### src/rtl/program_counter.sv
// Loadable N-bit up-counter used as the CPU program counter.
// CS low parallel-loads D, CS high counts up; CLR low clears Q asynchronously.
module program_counter #(
    parameter int N = 4
) (
    input  logic         CLK,
    input  logic         CLR,
    input  logic         CS,
    input  logic [N-1:0] D,
    output logic [N-1:0] Q
);

    // Zero initialiser gives a defined start value for benches that never pulse CLR.
    logic [N-1:0] q_r = '0;
    logic [N-1:0] q_next;

    always_comb begin
        q_next = q_r + {{(N-1){1'b0}}, 1'b1};
        if (!CS) begin
            q_next = D;
        end
    end

    always_ff @(posedge CLK or negedge CLR) begin
        if (!CLR) begin
            q_r <= '0;
        end else begin
            q_r <= q_next;
        end
    end

    assign Q = q_r;

endmodule

### config.mk
export PLATFORM = sky130hd
export DESIGN_NAME = program_counter
export DESIGN_NICKNAME = d
export VERILOG_FILES = /design/src/rtl/program_counter.sv
export SDC_FILE = /design/constraint.sdc
export NUM_CORES = 1
export LEC_CHECK = 0
export ABC_AREA = 0
export BUFFER_PORTS_ARGS = -buffer_cell sky130_fd_sc_hd__buf_2
export CORE_AREA = 5 5 42 44
export DETAILED_ROUTE_END_ITERATION = 16
export DIE_AREA = 0 0 47 49
export PLACE_DENSITY = 0.43
export SLEW_MARGIN = 15
export SYNTH_ARGS = -nofsm -noshare
export SYNTH_HDL_FRONTEND = slang
export SYNTH_SLANG_ARGS = --single-unit
### constraint.sdc
create_clock -name CLK -period 1.3 [get_ports CLK]
set_input_delay 0.26 -clock CLK [delete_from_list [all_inputs] [get_ports CLK]]
set_output_delay 0.26 -clock CLK [all_outputs]
set_load 0.01 [all_outputs]
# Yosys cells after proc, flatten, opt, wreduce, memory -nomap -nowiden
# Index checks and enable logic that the tools add are counted.
# op_classes
muxes	1
n_addsub	1
# op_table
cell	n
4-bit by 1-bit adder with 4-bit output, second input constant	1
4-bit 2-to-1 mux	1
# totals
output_inout_bits	4
word_cells	3
reg_bits	4

# Depth between registers and ports, before layout
# Gate-level depths: netlist of the first run.
# logic_depth
depth_word	2
mapped_depth	3
mapped_depth_nobuf	3

# Worst setup path before layout of the first run
# Ideal clock, no wire load.
# synth_path
path_type	reg2reg
start	reg q_r[0], in the netlist Q[0]
end	reg q_r[1], in the netlist Q[1]
stages_incl_launch_ff	3
path_slack_ps	222
synth_period_minus_slack_ps	1078
arrival_ps	954
setup_ps	125
cell_sequence	dfrtp_1 > ha_1 > mux2_2
# synth_via
elab_chain_len	2
# synth_rtl
item	line	source
start: declaration	14	logic [N-1:0] q_r = '0;
start signal: assignment	28	q_r <= q_next;
4-bit by 1-bit adder with 4-bit output	18	q_next = q_r + {{(N-1){1'b0}}, 1'b1};
4-bit 2-to-1 mux	19	if (!CS) begin
via q_next[1]	15	logic [N-1:0] q_next;
# The timed path passes the listed nets, and every way through them passes these cells.

# Worst setup path after layout of the first run
# Ends and elaborated chain as after synthesis.

==> impl_metrics.ini, run 1 <==
[timing]
fmax_ghz = 0.931
fin_setup_tns_ns = 0
fin_skew_ns = 0.00318
fin_crit_ns = 1.07
period_share_pct = 82.7
relSlewSlack_pct = 92.9
holdWs_ns = 0.259
finalSetupViolCount = 0
tightest_slew_ns = 0.103
rsz0062_at_grt = false
hold_viol = 0
maxSlewViolCount = 0

[final_layout]
area.sequential_sq_um = 100
drive_above_1_share_pct = 48.3
largest_register_ffs = 4
num_antenna_cells = 0
fin_nets = 39
syn_to_final_growth_pct = 57.7
n_fill_cell = 164
multi_input_area_sq_um = 73.8

[critical_path]
path_cells = ha_1, mux2_2
reg2reg_from = Q[0]
cp.required_ns = 1.41
cp-start-kind = flip-flop
criticalPathCategory = reg -> reg
cp-end-kind = flip-flop
cpPeakStageDelay_ns = 0.40
crit_path_start = Q[0]
r2r_slack_ns = 0.23
cp.arrival_ns = 1.19
timing.rr.end = Q[1]
crit_fanout = 4
reg2regPathDepth = 2
worst_path_max_delay_cell = dfrtp_1

[power_and_ir_drop]
p_seq_share_pct = 40.4
leakage_uw = 0.000138
clockPowerShare_pct = 37.7
ir_drop_mv = 0.775
internal_power_uw = 296
netSwitchingPower_uw = 108
swShare_pct = 26.8
power_density_mw_per_mm2 = 1440
comb_power_share_pct = 22.0

[floorplan]
start_util_pct = 12.7
num_rows = 14
fp.dieW_um = 47
dieHeight_um = 49
placeableCoreArea_sq_mm = 0.00140
ios = 11
fp.dieArea_sq_mm = 0.00230

[logic_synthesis]
syn_nets = 23
syn_area_sq_um = 178
synth_seq_cells = 4
ys_seq_area_share_pct = 56.3
yosys_warnings = 0
yosysUniqueCellTypes = 10
postSynthCellCount = 15
syn_avg_cell_area_sq_um = 11.8

[clock_network]
h-tree-depth = 1
numCtsBuffers = 3
clk_pin_slew_ns = 0.04
cts_tree = yes
clockBufferDepth = 2
clk_latency_ns = 0.23
cts-root-buf = clkbuf_4
clkSinkCount = 4

[global_route]
grt_pass1_wl_um = 703
grt_overflow = 0
antenna_found_initial = 0
grt_usage_pct = 4.80
grt_pass1_vias = 160
grt_max_degree = 7

[place]
portBuffers = 10
finalWeightedCongestion = 0.697

[routing]
drc = 0
met1_length_um = 216
highest_layer = met3
wirelength_um = 435
met2_length_um = 141
drtAntennaViolNets = 0
drt_iter0_drc = 2
vias = 164
first_pass_iters = 2
vias_per_cell = 3.64
met3_length_um = 78
wl_per_cell_um = 9.67

[hold_path]
min_path_cells = 3
hold_end = Q[0]
hold_path.startpoint = D[0]
hold_path_class = in -> reg

[flow_run]
drv_cap = 0

[status]
status = finished, final reports clean
-- metrics by stage --
step           instances  worst slack [ns]  utilization [%]  cell area, sq um  power (uW)
6_report              45             0.225             20.0               280         405
5_1_grt               45             0.181             20.0               280         446
4_1_cts               45             0.218             20.0               280         415
3_5_place_dp          41             0.228             17.7               248         252
3_3_place_gp          41             0.252             17.7               248         251
2_1_floorplan         15             0.222                -               178         210
-- cells in the mapped netlist --
cell type	instances	share of area [%]
a21oi_1	2	5.6
dfrtp_1	4	56
ha_1	1	7.0
inv_1	1	2.1
mux2_2	1	6.3
mux2i_1	1	5.6
nand3_1	1	2.8
nor2_1	2	4.2
xnor2_1	1	4.9
xor2_1	1	4.9
-- worst max-delay path by stage --
stage | end | slack (ns) | cells past startpoint
after floorplan | Q[1] | 0.22 | 2
after global placement | Q[1] | 0.25 | 2
after detailed placement | Q[1] | 0.23 | 2
after CTS | Q[1] | 0.22 | 2
after global routing | Q[1] | 0.18 | 2
final | Q[1] | 0.23 | 2
-- metal layers --
layer | up-vias | global-route usage, %
li1 | 80 | -
met1 | 71 | 5.97
met2 | 13 | 4.98
met3 | 0 | 7.01
met4 | 0 | 0
met5 | - | 0
-- power groups by stage --
stage	combinational [uW]	clock, uW	sequential (uW)
finish	88.9	153	163
global route	101	179	166
CTS	90.6	160	164
detailed placement	87.7	0	165
global placement	87.2	0	164
floorplan	37.8	0	172
-- critical path, delay by kind of cell, from the launching register on --
family	cells	cell delay (ns)
DFF	1	0.40
adders and majority gates	1	0.30
muxes	1	0.26
-- final cells by class --
| type | count | area share [%] |
|---|---|---|
| Multi-Input combinational cell | 10 | 26.3 |
| Tap cell | 16 | 7.14 |
| Sequential cell | 4 | 35.7 |
| Timing Repair Buffer | 11 | 21.4 |
| Clock buffer | 3 | 8.04 |
| Inverter | 1 | 1.34 |
-- cell usage in the layout, fill, tap and decap left out --
cell,count
buf_2,10
nor2_1,2
dfrtp_1,4
a21oi_1,2
dlygate4sd3_1,1
mux2i_1,1
xnor2_1,1
ha_1,1
inv_1,1
clkbuf_4,3
xor2_1,1
mux2_2,1
nand3_1,1
-- logic make-up after synthesis --
kind of cell               Yosys count  synth area share [%]
AOI/OAI and AO/OA                    2                  5.63
adders and majority gates            1                  7.04
xor gates and xnor gates             2                  9.86
buffers and inverters                1                  2.11
DFF                                  4                  56.3
and+or+nand+nor                      3                  7.04
muxes                                2                  12.0
-- timing repair --
item                                   in CTS  in global routing
setup endpoints to repair                   0                  0
resized for setup                           0                  0
hold buffers                                1                  0
buffers inserted                            0                  0
endpoints found under the hold margin       4                  0
Note: power is estimated with default switching activity, not from simulation.
==> run 2, diff against run 1 <==
==> constraint.sdc (replaced) <==
create_clock -name CLK -period 1.02 [get_ports CLK]
set_input_delay 0.204 -clock CLK [delete_from_list [all_inputs] [get_ports CLK]]
set_output_delay 0.204 -clock CLK [all_outputs]
set_load 0.01 [all_outputs]
==> impl_metrics.ini, run 2 (synthesized netlist as in run 1, its figures left out) <==
[status]
status = finished with violations
violations = negative setup slack

[timing]
fin_crit_ns = 1.07
rsz0062_at_grt = true
fin_skew_ns = 0.00489
relSlewSlack_pct = 92.3
maxSlewViolCount = 0
fmax_ghz = 0.936
period_share_pct = 105
setup_ws_ns = -0.0478
hold_viol = 0
finalSetupViolCount = 3
tightest_slew_ns = 0.113

[routing]
drt_iter0_drc = 0
wl_per_cell_um = 10.3
drc = 0
first_pass_iters = 1
vias_per_cell = 3.60
drtAntennaViolNets = 0
vias = 173
wirelength_um = 494

[clock_network]
cts-root-buf = clkbuf_4
numCtsBuffers = 3
clk_latency_ns = 0.24
clkSinkCount = 4
clockBufferDepth = 2
cts_tree = yes
h-tree-depth = 1
clk_pin_slew_ns = 0.03

[final_layout]
most-common-layout-cells = 8 x buf_2, 4 x dfrtp_1, 4 x buf_6
final_common_cell = buf_2
drive_above_1_share_pct = 53.1
fin_nets = 42
num_antenna_cells = 0
largest_register_ffs = 4
n_fill_cell = 159
syn_to_final_growth_pct = 83.8
utilization_pct = 23.3

[power_and_ir_drop]
leakage_uw = 0.000164
power_density_mw_per_mm2 = 1780
ir_drop_mv = 0.540

[flow_run]
drv_cap = 0

[floorplan]
num_rows = 14
placeableCoreArea_sq_mm = 0.00140
fp.dieW_um = 47
ios = 11
fp.dieArea_sq_mm = 0.00230
start_util_pct = 12.7
dieHeight_um = 49

[critical_path]
crit_path_frequent_cell = buf_6
r2r_slack_ns = -0.03
cp-start-kind = flip-flop
crit_family = flip-flops
cpPeakStageDelay_ns = 0.39
crit_fanout = 3
criticalPathCategory = reg -> out
cp-end-kind = primary output
path_cells = buf_6, buf_6
critical_path_buf_inv_count = 2
cp.required_ns = 0.82
cp.arrival_ns = 0.86
worst_path_max_delay_cell = dfrtp_1

[hold_path]
hold_path_class = in -> reg

[global_route]
antenna_found_initial = 0
grt_pass1_vias = 191
grt_overflow = 0
grt_usage_pct = 5.51
grt_max_degree = 7
grt_pass1_wl_um = 821

[place]
portBuffers = 10
finalWeightedCongestion = 0.640
dpl_worst_slack_ns = -0.00146
==> run 2: power by group <==
| part | switching (uW) | leakage, uW | internal [uW] |
|---|---|---|---|
| Clock | 68.2 | 0.0000138 | 132 |
| Sequential | 20.4 | 0.0000458 | 186 |
| Combinational | 66.3 | 0.000104 | 109 |
==> run 2: layout make-up <==
cell class,instances,area [sq um],share of cell area [%]
clock buffer,3,22.5,6.90
inverter,1,3.75,1.15
multi-input combinational,10,77.6,23.8
sequential,4,100,30.7
tap,16,20.0,6.13
timing repair buffer,14,103,31.4
==> run 2: timing repair <==
item / in CTS / in global routing
resized for setup: 4 / 1
pin swaps: 1 / 1
setup buffers: 0 / 1
hold endpoints to repair: 4 / 0
hold buffers: 1 / 0
cloned: 0 / 0
setup endpoints to repair: 3 / 4
==> run 2: routing by layer <==
metal	global-route usage, %	wire length [um]	vias to the layer above
met5	0	0	-
met4	2.76	0	0
met3	6.64	85	0
met2	5.88	173	13
met1	6.21	235	76
li1	-	-	84
==> run 2: stage by stage <==
step | total power [uW] | instances | instance area [sq um] | hold slack, ns | TNS (ns)
after floorplan | 268 | 15 | 178 | -0.0916 | -0.0458
after global placement | 337 | 43 | 263 | 0.0183 | 0
after detailed placement | 339 | 43 | 263 | 0.0206 | -0.00146
after CTS | 576 | 47 | 315 | 0.194 | -0.125
after global routing | 618 | 48 | 327 | 0.211 | -0.192
final | 582 | 48 | 327 | 0.200 | -0.105
==> run 2: path summary, 6_finish.rpt <==
| check | start | to | depth (start not counted) |
|---|---|---|---|
| worst max-delay path | Q[0] | Q[0] | 2 |
| worst min register to register | Q[0] | Q[0] | 2 |
| max in group asynchronous | CLR | Q[0] | 2 |
| worst max register to register | Q[1] | Q[1] | 2 |
| worst min-delay path | D[0] | Q[0] | 3 |
| min in group asynchronous | CLR | Q[3] | 2 |
==> run 2: worst min-delay path, cell delays in order <==
cell and delay (ns):
buf_2 0.09, inv_1 0.04, mux2i_1 0.05
